[src/rtl/pwm_pkg.sv]
// pwm_pkg: shared state encoding and default widths for the PWM generator
package pwm_pkg;
  typedef enum logic [1:0] {IDLE, RUN, DRAIN} pwm_state_t;
  localparam int PWM_WIDTH = 16;
  localparam int PWM_PRESCALE_WIDTH = 8;
endpackage

[src/rtl/pwm_prescaler.sv]
// pwm_prescaler: divides clk into ticks every pre_sh+1 clocks, held at 0 while clr
module pwm_prescaler
  import pwm_pkg::*;
#(
  parameter int PRESCALE_WIDTH = PWM_PRESCALE_WIDTH
) (
  input  logic                      clk,
  input  logic                      reset,
  input  logic                      clr,
  input  logic [PRESCALE_WIDTH-1:0] pre_sh,
  output logic                      tick
);
  logic [PRESCALE_WIDTH-1:0] pre_cnt;
  assign tick = !clr && pre_cnt == pre_sh;
  always_ff @(posedge clk or posedge reset)
    if (reset) pre_cnt <= '0;
    else pre_cnt <= (clr || tick) ? '0 : pre_cnt + 1'b1;
endmodule

[src/rtl/pwm_generator.sv]
// pwm_generator: period-aligned PWM with shadowed duty/period/prescale and run/drain FSM
module pwm_generator
  import pwm_pkg::*;
#(
  parameter int WIDTH = PWM_WIDTH,
  parameter int PRESCALE_WIDTH = PWM_PRESCALE_WIDTH
) (
  input  logic                      clk,
  input  logic                      reset,
  input  logic                      enable,
  input  logic [WIDTH-1:0]          duty,
  input  logic [WIDTH-1:0]          period,
  input  logic [PRESCALE_WIDTH-1:0] prescale,
  output logic                      pwm_out,
  output logic                      period_start,
  output logic                      busy
);
  pwm_state_t state, state_nx;
  logic [WIDTH-1:0] cnt, cnt_nx, duty_sh, period_sh, duty_nx;
  logic [PRESCALE_WIDTH-1:0] pre_sh;
  logic tick, wrap, load, park, pwm_nx;
  pwm_prescaler #(.PRESCALE_WIDTH(PRESCALE_WIDTH)) u_pre (
    .clk(clk), .reset(reset), .clr(state == IDLE), .pre_sh(pre_sh), .tick(tick)
  );
  // pwm_out is computed from the cnt/duty_sh that land on the same edge, so it never lags a cycle
  always_comb begin
    wrap = tick && cnt == period_sh;
    load = (state == IDLE && enable) || (state == RUN && wrap);
    park = state == DRAIN && wrap;
    state_nx = state == IDLE ? (enable ? RUN : IDLE) : park ? IDLE : enable ? RUN : DRAIN;
    cnt_nx = (load || park) ? '0 : tick ? cnt + 1'b1 : cnt;
    duty_nx = load ? duty : duty_sh;
    pwm_nx = state_nx != IDLE && cnt_nx < duty_nx;
  end
  always_ff @(posedge clk or posedge reset)
    if (reset) state <= IDLE;
    else state <= state_nx;
  always_ff @(posedge clk or posedge reset)
    if (reset) begin
      cnt <= '0;
      pwm_out <= 1'b0;
      period_start <= 1'b0;
      duty_sh <= '0;
      period_sh <= '0;
      pre_sh <= '0;
    end else begin
      cnt <= cnt_nx;
      pwm_out <= pwm_nx;
      period_start <= load;
      if (load) begin
        duty_sh <= duty;
        period_sh <= period;
        pre_sh <= prescale;
      end
    end
  assign busy = state != IDLE;
endmodule

[config.mk]
export PLATFORM = sky130hd
export DESIGN_NAME = pwm_generator
export DESIGN_NICKNAME = d
export VERILOG_FILES = /design/src/rtl/pwm_pkg.sv /design/src/rtl/pwm_prescaler.sv /design/src/rtl/pwm_generator.sv
export SDC_FILE = /design/constraint.sdc
export NUM_CORES = 1
export LEC_CHECK = 0
export CORE_MARGIN = 2
export CORE_UTILIZATION = 55
export DETAILED_ROUTE_END_ITERATION = 6
export MAX_ROUTING_LAYER = met4
export PLACE_DENSITY = 0.9
export SLEW_MARGIN = 20
export SYNTH_ARGS = -nofsm -noshare
export SYNTH_HDL_FRONTEND = slang
export SYNTH_HIERARCHICAL = 1
export SYNTH_SLANG_ARGS = --single-unit
[constraint.sdc]
create_clock -name clk -period 10.25 [get_ports clk]
set_input_delay 2.05 -clock clk [delete_from_list [all_inputs] [get_ports clk]]
set_output_delay 2.05 -clock clk [all_outputs]
set_load 0.03 [all_outputs]
==> flow_metrics.tcl <==
set metrics [dict create \
    finalHoldWorstSlack_ns 0.478 \
    layout_common_cells "68 x dfrtp_1, 45 x clkdlybuf4s50_1, 23 x inv_1" \
    gp_congestion 0.796 \
    postPlaceCellArea_sq_mm 0.00412 \
    path_clk_slew_ns 0.07 \
    crit_path_max_incr_delay_ns 0.58 \
    io_buffers 45 \
    outcome "completed" \
    final_common_cell "dfrtp_1" \
    crit_buf_inv 2 \
    synth-seq-cells 68 \
    cp-startpoint "enable" \
    r2r_slack_ns 5.45 \
    syn_avg_cell_area_sq_um 11.7 \
    area_delta_synth_final_pct 19.4 \
    cp_slowest_cell "buf_4" \
    core.rowCount 29 \
    die_area_sq_mm 0.00725 \
    maxCapViolCount 0 \
    irDropWorstVdd_mv 0.122 \
    crit_path_end_kind "flop" \
    clkSinkCount 68 \
    dr.pass1.iters 4 \
    slew-limit-headroom_pct 47.1 \
    drt_iter0_drc 99 \
    fmax_mhz 187 \
    start_kind "primary input" \
    netlist_area_sq_mm 0.00362 \
    grt_pass1_wl_mm 11.5 \
    synth_cell_types 41 \
    nFillCells 459 \
    yosysSeqAreaShare_pct 47.0 \
    hp-class "reg2reg" \
    nets 420 \
    p_clk_share_pct 32.3 \
    cts_tree "done" \
    synth_top_area_share_pct 47.0 \
    antennaDiodeCount 0 \
    crit_path_end "pwm_out" \
    yosys-top-cells-area "dfrtp_1 47%, mux2_4 9.1%, ha_1 5.9%, xor2_1 4.8%, xnor2_1 3.6%" \
    synth_warnings 6 \
    internal_power_uw 503 \
    drcViolationCount 0 \
    seqPwrFrac_pct 48.2 \
    cts_setup_buffers 0 \
    skew_ns 0.00794 \
    track_usage_pct 21.1 \
    crit_top_cell "a21oi_1" \
    slew_viol_final 0 \
    path_class "in2reg" \
    arrival_ns 5.61 \
    ant_nets 0 \
    grt_setup_unrepaired "false" \
    die_width_microns 85.1 \
    cts_root_buffer "clkbuf_8" \
    syn_nets 370 \
    cpLargestDelayFamily "simple AND/OR/NAND/NOR gates" \
    numCtsBuffers 9 \
    comb_power_share_pct 19.5 \
    layout-drive-gt1-share_pct 14.5 \
    antenna_found_initial 0 \
    vias 2388 \
    power.leakage_nw 2.09 \
    htreeDepth 3 \
    worst_pin_slew_ns 0.787 \
    max-clock-path-buffers 2 \
    reg2reg_depth 16 \
    ios 46 \
    setup_viol 0 \
    routedWlPerCell_microns 15.5 \
    cp_num_cells 13 \
    postLayoutCellArea_sq_mm 0.00432 \
    grt_max_degree 61 \
    cp.required_ns 10.52 \
    initial_utilization_pct 57.0 \
    finalSetupTns_ns 0 \
    overflow 0 \
    powerDensity_mw_per_mm2 160 \
    hold_viol 0 \
    path_cells "clkdlybuf4s50_1 -> and2_1 -> a31oi_4 -> buf_4 -> nand2_1 -> nor2_1 -> ha_1 -> a21o_1 -> a21oi_1 -> nor2b_1 -> nor4_1 -> o211ai_1 -> a21oi_1" \
    r2r-end "pwm_out" \
    die_h_microns 85.1 \
    p_sw_uw 186 \
    swShare_pct 27.0 \
    period_share_pct 52.0 \
    hold_buffers 0 \
    place_hpwl_mm 5.00 \
    routed_via_density 5.40 \
    path_max_fanout 39 \
    yosys.area.top_type "dfrtp_1" \
    syn_inst 310 \
    routed_wl_mm 6.83 \
    holdPathStages 2 \
    clk_latency_ns 0.34 \
    grt_pass1_vias 2516 \
    core_area_sq_mm 0.00635 \
    regToRegStartpoint "pre_sh[7]" \
    fin_crit_ns 5.33 \
    cts-resized-gates 0 \
]
-- synthesized netlist by cell type --
master	n
dfrtp_1	68
inv_1	24
mux2_4	22
nor2_1	21
xor2_1	20
ha_1	17
nand2_1	15
xnor2_1	15
mux2i_1	12
nand3_1	11
nand4_1	11
nand2b_1	7
a21o_1	6
a211oi_1	5
a21oi_1	5
buf_6	4
mux2i_2	4
nor2b_1	4
nor4_2	4
a221oi_1	3
o21ai_0	3
or3_1	3
and2_1	2
and3_1	2
and4_1	2
buf_2	2
mux2_2	2
nor4_1	2
o22ai_1	2
a31oi_1	1
a31oi_4	1
and3b_1	1
buf_1	1
clkbuf_2	1
nand4b_1	1
nor3_1	1
nor3b_1	1
o211ai_1	1
o21a_1	1
xnor2_2	1
xor2_2	1
-- registers in the layout (all words and copies together), names as in the netlist --
signal,count
cnt,16
duty_sh,16
period_sh,16
pre_sh,8
u_pre/pre_cnt,8
state,2
period_start,1
pwm_out,1
-- per-layer routing --
metal | vias to the layer above | global-route usage [%] | part of all wire (%)
li1 | 1170 | - | -
met1 | 1163 | 26.3 | 46
met2 | 45 | 33.9 | 49
met3 | 10 | 5.35 | 3.7
met4 | 0 | 6.35 | 1.3
met5 | - | - | 0
-- cells by family (layout without fill, tap and decap cells) --
kind of cell             Yosys count  after routing  synth area share, %
AND/OR/NAND/NOR                   88             88                 13.3
buffers and inverters             32             87                 4.25
multiplexers                      40             40                 14.6
XOR/XNOR                          37             37                 9.36
AO/OA/AOI/OAI                     28             28                 5.63
flip-flops                        68             68                 47.0
adder cells (fa/ha/maj)           17             17                 5.87
-- worst register-to-register path, stage by stage, from the launching register on --
cell and delay, ns:
dfrtp_1 0.42, xor2_2 0.19, nor4_2 0.72, and3b_1 0.47, nand4_1 0.16, nor4_2 0.33, a31oi_4 0.19, buf_4 0.36
nand2_1 0.49, nor2_1 0.14, ha_1 0.34, a21o_1 0.16, a21oi_1 0.14, nor2b_1 0.07, nor4_1 0.27, o211ai_1 0.15
a21oi_1 0.13
-- power by group through the flow --
stage,Clock [mW],Sequential (mW),Combinational (mW)
3_5_place_dp,0,0.337,0.135
4_1_cts,0.228,0.332,0.137
6_report,0.223,0.332,0.135
5_1_grt,0.237,0.337,0.149
3_3_place_gp,0,0.336,0.131
2_1_floorplan,0,0.327,0.103
-- worst min-delay path by stage --
| stage | endpoint | slack [ns] | from |
|---|---|---|---|
| after floorplan | duty_sh[0] | 0.45 | duty_sh[0] |
| after global placement | duty_sh[0] | 0.46 | duty_sh[0] |
| after detailed placement | duty_sh[0] | 0.46 | duty_sh[0] |
| after CTS | duty_sh[0] | 0.48 | duty_sh[0] |
| after global routing | duty_sh[1] | 0.52 | duty_sh[1] |
| final | duty_sh[0] | 0.48 | duty_sh[0] |
-- area by class of cell --
type	count	area, sq um	area share, %
Timing Repair Buffer	47	465	10.8
Multi-Input combinational cell	210	1770	40.9
Inverter	24	90.1	2.08
Sequential cell	68	1700	39.4
Clock inverter	4	47.5	1.10
Clock buffer	12	155	3.59
Tap cell	77	96.3	2.23
-- metrics by stage --
step | cells | utilization, % | setup WS, ns | total power, mW
2_1_floorplan | 310 | - | 6.19 | 0.431
3_3_place_gp | 426 | 64.9 | 4.82 | 0.466
3_5_place_dp | 426 | 64.9 | 4.57 | 0.472
4_1_cts | 442 | 68.1 | 4.95 | 0.697
5_1_grt | 442 | 68.1 | 4.65 | 0.723
6_report | 442 | 68.1 | 4.92 | 0.689
(Power assumes the default switching activity.)
